[src/rtl/ctrl_pipe_pkg.sv]
// -----------------------------------------------------------------------------
// ctrl_pipe_pkg
// Shared definitions for the control-signal pipeline:
//   - stage index names (E/M/W)
//   - the default bundle width
//   - bit offsets of the MIPS control bundle, so every consumer slices a
//     stage's ctrl_out word the same way
// -----------------------------------------------------------------------------
package ctrl_pipe_pkg;

    // Stage indices; wide enough for the largest legal pipeline (8 stages).
    typedef enum logic [2:0] {
        STG_E = 3'd0,
        STG_M = 3'd1,
        STG_W = 3'd2
    } stage_e;

    localparam int CTRL_W_DEFAULT = 32;

    // Bit positions inside one control bundle word.
    localparam int OFS_MEMTOREG   = 0;
    localparam int OFS_MEMWRITE   = 1;
    localparam int OFS_MEMEN      = 2;
    localparam int OFS_ALUSRC     = 3;
    localparam int OFS_REGDST     = 4;
    localparam int OFS_REGWRITE   = 5;
    localparam int OFS_ALUCONTROL = 6;   // alucontrol[7:0] occupies bits 13:6
    localparam int W_ALUCONTROL   = 8;
    localparam int OFS_HILO_WRITE = 14;
    localparam int OFS_JAL        = 15;
    localparam int OFS_JR         = 16;
    localparam int OFS_BAL        = 17;

endpackage

[src/rtl/ctrl_pipe_if.sv]
// -----------------------------------------------------------------------------
// ctrl_pipe_if
// Decode-to-pipeline handshake.
//   in_ctrl  : control bundle produced by the decoders
//   in_valid : decode slot holds a real instruction
//   in_ready : pipeline accepts the decode slot this cycle
// master = decode side, slave = ctrl_pipe.
// -----------------------------------------------------------------------------
interface ctrl_pipe_if
    import ctrl_pipe_pkg::*;
#(
    parameter int WIDTH = CTRL_W_DEFAULT
);
    logic [WIDTH-1:0] in_ctrl;
    logic             in_valid;
    logic             in_ready;

    modport master (
        output in_ctrl,
        output in_valid,
        input  in_ready
    );

    modport slave (
        input  in_ctrl,
        input  in_valid,
        output in_ready
    );
endinterface

[src/rtl/ctrl_pipe_stage.sv]
// -----------------------------------------------------------------------------
// ctrl_pipe_stage
// One pipeline slot: a WIDTH-bit control bundle plus its valid bit.
// Update priority on each rising edge: flush > hold > bubble > load.
// Ports:
//   clk, rst           : clock, asynchronous active-low reset
//   src_ctrl/src_valid : contents offered by the previous slot (or decode)
//   flush              : clear this slot
//   hold               : keep current contents (effective stall)
//   bubble             : previous slot is frozen, so insert an empty slot
//   ctrl_q/valid_q     : registered slot contents
// -----------------------------------------------------------------------------
module ctrl_pipe_stage
    import ctrl_pipe_pkg::*;
#(
    parameter int WIDTH = CTRL_W_DEFAULT
) (
    input  logic             clk,
    input  logic             rst,
    input  logic [WIDTH-1:0] src_ctrl,
    input  logic             src_valid,
    input  logic             flush,
    input  logic             hold,
    input  logic             bubble,
    output logic [WIDTH-1:0] ctrl_q,
    output logic             valid_q
);

    logic [WIDTH-1:0] ctrl_d;
    logic             valid_d;

    always_comb begin
        ctrl_d  = ctrl_q;
        valid_d = valid_q;
        if (flush) begin
            ctrl_d  = '0;
            valid_d = 1'b0;
        end else if (hold) begin
            ctrl_d  = ctrl_q;
            valid_d = valid_q;
        end else if (bubble) begin
            ctrl_d  = '0;
            valid_d = 1'b0;
        end else begin
            // An empty slot always carries an all-zero bundle, so stray
            // decoder outputs never reach the datapath.
            valid_d = src_valid;
            ctrl_d  = src_valid ? src_ctrl : '0;
        end
    end

    always_ff @(posedge clk or negedge rst) begin
        if (!rst) begin
            ctrl_q  <= '0;
            valid_q <= 1'b0;
        end else begin
            ctrl_q  <= ctrl_d;
            valid_q <= valid_d;
        end
    end

endmodule

[src/rtl/ctrl_pipe.sv]
// -----------------------------------------------------------------------------
// ctrl_pipe
// Carries the decoded control bundle through STAGES slots (E/M/W by default)
// with per-stage valid, stall back-pressure, bubble insertion, per-stage and
// global flush, and an in-flight count.
// Ports:
//   clk, rst   : clock, asynchronous active-low reset
//   dec        : decode handshake (in_ctrl, in_valid, in_ready)
//   stall      : raw stall request per stage
//   flush      : flush request per stage
//   flush_all  : flush every stage
//   ctrl_out   : stage i bundle at [i*WIDTH +: WIDTH]
//   valid_out  : per-stage valid
//   inflight   : number of valid stages
// -----------------------------------------------------------------------------
module ctrl_pipe
    import ctrl_pipe_pkg::*;
#(
    parameter int WIDTH  = CTRL_W_DEFAULT,
    parameter int STAGES = 3,
    parameter int CNT_W  = $clog2(STAGES + 1)
) (
    input  logic                    clk,
    input  logic                    rst,
    ctrl_pipe_if.slave              dec,
    input  logic [STAGES-1:0]       stall,
    input  logic [STAGES-1:0]       flush,
    input  logic                    flush_all,
    output logic [STAGES*WIDTH-1:0] ctrl_out,
    output logic [STAGES-1:0]       valid_out,
    output logic [CNT_W-1:0]        inflight
);

    // A stage is effectively stalled if it or any younger-numbered (further
    // downstream) stage requests a stall; computed as an OR over the upper
    // bits so there is no bit-to-bit combinational chain.
    logic [STAGES-1:0] es;

    always_comb begin
        es = '0;
        for (int i = 0; i < STAGES; i++) begin
            es[i] = |(stall >> i);
        end
    end

    // Ready depends on stall only: a flushed stage 0 still accepts next cycle.
    assign dec.in_ready = ~es[0];

    for (genvar g = 0; g < STAGES; g++) begin : g_stage
        logic [WIDTH-1:0] src_ctrl;
        logic             src_valid;
        logic             bubble;

        if (g == 0) begin : g_head
            assign src_ctrl  = dec.in_ctrl;
            assign src_valid = dec.in_valid;
            assign bubble    = 1'b0;
        end else begin : g_body
            // Reads the pre-edge register of the previous stage, so a flush
            // of stage g-1 on the same edge still hands its contents on.
            assign src_ctrl  = ctrl_out[(g-1)*WIDTH +: WIDTH];
            assign src_valid = valid_out[g-1];
            assign bubble    = es[g-1];
        end

        ctrl_pipe_stage #(
            .WIDTH (WIDTH)
        ) u_stage (
            .clk       (clk),
            .rst       (rst),
            .src_ctrl  (src_ctrl),
            .src_valid (src_valid),
            .flush     (flush_all | flush[g]),
            .hold      (es[g]),
            .bubble    (bubble),
            .ctrl_q    (ctrl_out[g*WIDTH +: WIDTH]),
            .valid_q   (valid_out[g])
        );
    end

    logic [CNT_W-1:0] cnt;

    always_comb begin
        cnt = '0;
        for (int i = 0; i < STAGES; i++) begin
            cnt = cnt + CNT_W'(valid_out[i]);
        end
    end

    assign inflight = cnt;

endmodule

[src/flat_wrapper.sv]
// flat-port wrapper written by rule: the top's interface ports become plain ports
module ctrl_pipe_flat import ctrl_pipe_pkg::*;
#(
    parameter int WIDTH  = CTRL_W_DEFAULT,
    parameter int STAGES = 3,
    parameter int CNT_W  = $clog2(STAGES + 1)
)
  (clk, rst, stall, flush, flush_all, ctrl_out, valid_out, inflight, dec_in_ctrl, dec_in_valid, dec_in_ready);
  ctrl_pipe_if #(.WIDTH(WIDTH)) dec_i ();
  input  logic clk;
  input  logic rst;
  input  logic [STAGES-1:0] stall;
  input  logic [STAGES-1:0] flush;
  input  logic flush_all;
  output logic [STAGES*WIDTH-1:0] ctrl_out;
  output logic [STAGES-1:0] valid_out;
  output logic [CNT_W-1:0] inflight;
  input wire logic [$bits(dec_i.in_ctrl)-1:0] dec_in_ctrl;
  input wire logic [$bits(dec_i.in_valid)-1:0] dec_in_valid;
  output wire logic [$bits(dec_i.in_ready)-1:0] dec_in_ready;
  assign dec_i.in_ctrl = dec_in_ctrl;
  assign dec_i.in_valid = dec_in_valid;
  assign dec_in_ready = dec_i.in_ready;
  ctrl_pipe #(.WIDTH(WIDTH), .STAGES(STAGES), .CNT_W(CNT_W)) u_core (.clk(clk), .rst(rst), .dec(dec_i), .stall(stall), .flush(flush), .flush_all(flush_all), .ctrl_out(ctrl_out), .valid_out(valid_out), .inflight(inflight));
endmodule
[config.mk]
export PLATFORM = sky130hd
export DESIGN_NAME = ctrl_pipe_flat
export DESIGN_NICKNAME = d
export VERILOG_FILES = /design/src/rtl/ctrl_pipe_pkg.sv /design/src/rtl/ctrl_pipe_if.sv /design/src/rtl/ctrl_pipe_stage.sv /design/src/rtl/ctrl_pipe.sv /design/src/flat_wrapper.sv
export SDC_FILE = /design/constraint.sdc
export NUM_CORES = 1
export LEC_CHECK = 0
export CAP_MARGIN = 10
export CORE_ASPECT_RATIO = 0.5
export CORE_MARGIN = 4
export CORE_UTILIZATION = 34
export CTS_BUF_LIST = sky130_fd_sc_hd__clkbuf_4
export DETAILED_ROUTE_END_ITERATION = 6
export PLACE_DENSITY = 0.66
export SETUP_SLACK_MARGIN = 0.5
export SLEW_MARGIN = 20
export SYNTH_ARGS = -nofsm -noshare
export SYNTH_HDL_FRONTEND = slang
export SYNTH_SLANG_ARGS = --single-unit
[constraint.sdc]
create_clock -name clk -period 3.67 [get_ports clk]
set_input_delay 0.367 -clock clk [delete_from_list [all_inputs] [get_ports clk]]
set_output_delay 0.367 -clock clk [all_outputs]
set_load 0.03 [all_outputs]
==> results_dict.tcl <==
set metrics [dict create \
    synth-main-ff-cell "dfrtp_1" \
    htree_levels 3 \
    clkTransAtPathRegs_ps 150 \
    coreArea_mm2 0.01048 \
    synth_top_area_share_pct 65.93 \
    crit_arrival_ps 2110 \
    path_class "reg2out" \
    final.min_clock_period_ps 2479 \
    synth_top_family_by_area "compound AO/OA/AOI/OAI gates" \
    post-place-ws_ps 1260 \
    grt_usage_pct 16.90 \
    critPathBufInv 1 \
    ys_ff_latch 99 \
    worst_path_dominant_cell_family "buffers and inverters" \
    dieArea_mm2 0.01290 \
    clockBufferDepth 2 \
    drv_cap 0 \
    synth.mux.area_fraction_pct 0 \
    power_w 0.001807 \
    p_int_w 0.001362 \
    synth.yosys.seq_area_share_pct 65.93 \
    synth_compound_area_share_pct 19.71 \
    period_share_pct 67.55 \
    ys_types 19 \
    yosysMostFrequentCell "dfrtp_1" \
    firstDrtPassIters 4 \
    via_count 2892 \
    hold_viol 17 \
    root_buffer "clkbuf_4" \
    cts-hold-fix-buffers 0 \
    synth_edf_count 0 \
    worst_pin_slew_ps 832.1 \
    grt_pass1_wl_mm 16.68 \
    fin_tns_setup_ps 0 \
    synthArstFlopShare_pct 100.0 \
    synth.avg_cell_area_um2 12.28 \
    start_util_pct 35.87 \
    p_sw_share_pct 24.64 \
    clk-insertion-delay-late_ps 460 \
    yosys-top-cells-area "dfrtp_1 (66%), a22o_1 (15%), a21oi_1 (4.4%)" \
    cts_tree "yes" \
    wl_mm 10.58 \
    start_kind "register" \
    grt_max_degree 68 \
    yosysTopAreaCell "dfrtp_1" \
    synthCells 306 \
    comb_power_share_pct 7.0 \
    drive_above_1_share_pct 6.561 \
    violations "hold timing" \
    synth_simple_gate_area_share_pct 9.291 \
    power_density_mw_per_mm2 334.1 \
    switchingPower_w 0.0004453 \
    ant_nets 0 \
    die_w_um 156.7 \
    postSynthNetCount 349 \
    path_max_fanout 3 \
    cp-end-kind "output pin" \
    fin_skew_ps 15.23 \
    finalMaxSlewViolations 0 \
    finalWeightedCongestion 0.7328 \
    seq_power_share_pct 60.7 \
    yosysWarningCount 0 \
    die_h_um 82.34 \
    antenna_cells 0 \
    grt_pass1_vias 2961 \
    antenna_found_initial 0 \
    postCtsSetupBuffers 0 \
    syn_area_mm2 0.003757 \
    dp_hpwl_mm 7.309 \
    drt_iter0_drc 99 \
    drc_errors 0 \
    rows 26 \
    rsz0062_at_grt "no" \
    wl_per_cell_um 18.18 \
    slew_headroom_pct 44.22 \
    pwr-share-clk_pct 32.3 \
    numCtsBuffers 9 \
    cts_resized 0 \
    setup_slack_ps 1191 \
    synthAdderAreaFrac_pct 0.5328 \
    p_leak_nw 2.309 \
    vias_per_cell 4.969 \
    min_path_type "in2async" \
    synth_xor_area_share_pct 0 \
    port_buffers 143 \
    outcome "finished, violations left" \
    io_pins 144 \
    synth_common_cells "dfrtp_1 (99), a22o_1 (64), nand2_1 (34)" \
    area.growth.synth_to_final_pct 43.96 \
    holdWs_ps -20.66 \
    final_nets 480 \
    crit_slowest_cell "clkdlybuf4s50_1" \
    vdd_drop_max_v 0.0001431 \
    path_cells "fa_1 -> clkdlybuf4s50_1" \
    max_freq_mhz 403.4 \
    overflow 0 \
    numClockSinks 99 \
    cpPeakStageDelay_ps 670 \
    cp.required_ps 3300 \
    setup_viol 0 \
]
## sequential cells by signal, summed over array words and instances (netlist names)
signal                          count
u_core.g_stage.u_stage.valid_q      3
u_core.g_stage.u_stage.ctrl_q      96
## cell families after synthesis
logic type | count (synthesis)
buffers and inverters | 33
AOI/OAI and AO/OA | 99
adders and majority gates | 1
DFF | 99
and+or+nand+nor | 74
## worst register-to-register path, stage by stage (launching register included)
cell,delay [ps]
dfrtp_1,450
and3_1,540
buf_4,370
a22o_1,170
## layout by cell type, fill, tap and decap left out, drive strengths merged
cell / n
or2: 1
bufinv: 1
and3: 1
and2: 1
or3: 1
a22o: 64
clkdlybuf4s50: 142
nor4b: 1
nand3: 32
clkbuf: 10
clkinvlp: 3
nand2: 34
nor2: 2
a21o: 2
fa: 1
clkinv: 3
nor3: 1
buf: 10
dfrtp: 99
a21oi: 33
## path summary, 6_finish.rpt
path	start	endpoint	slack, ps	depth (start not counted)
hold / removal	rst	u_core.g_stage[0].u_stage.ctrl_q[24]	-20	1
hold reg to reg	u_core.g_stage[2].u_stage.ctrl_q[5]	u_core.g_stage[2].u_stage.ctrl_q[5]	520	1
setup / recovery	u_core.g_stage[2].u_stage.valid_q	inflight[0]	1190	2
setup reg to reg	u_core.g_stage[1].u_stage.valid_q	u_core.g_stage[2].u_stage.ctrl_q[20]	2080	3
max in group asynchronous	rst	u_core.g_stage[1].u_stage.ctrl_q[9]	2910	2
min in group clk	dec_in_ctrl[26]	u_core.g_stage[0].u_stage.ctrl_q[26]	450	3
## layout make-up
class	count	area [µm²]
clock buffers	10	75.07
well taps	140	175.2
clock inverters	6	66.31
fillers	940	5066
flip-flops and latches	99	2477
multi-input cells	174	1115
inverters	1	3.754
repair buffers	152	1496
## per-layer routing
layer  vias to the layer above  share of wire (%)  GRT usage, %
met4                         0                1.6         5.801
met1                      1438                 43         20.83
met5                         -                  0             0
met3                        13                4.4         4.477
li1                       1378                  -             -
met2                        63                 51         29.36
## metrics by stage
| stage | utilization [%] | std cells | instance area [µm²] |
|---|---|---|---|
| floorplan | - | 306 | 3757 |
| global placement | 50.29 | 566 | 5268 |
| detailed placement | 50.29 | 566 | 5268 |
| CTS | 51.64 | 582 | 5409 |
| global route | 51.64 | 582 | 5409 |
| finish | 51.64 | 582 | 5409 |
## power by group through the flow
stage	Combinational [W]	Clock (W)	Sequential (W)
4_1_cts	0.000130	0.000601	0.00110
3_5_place_dp	0.000130	0	0.00112
3_3_place_gp	0.000129	0	0.00112
6_report	0.000127	0.000584	0.00110
2_1_floorplan	0.0000364	0	0.00112
5_1_grt	0.000139	0.000643	0.00110
Power figures use the tool's default switching activity.
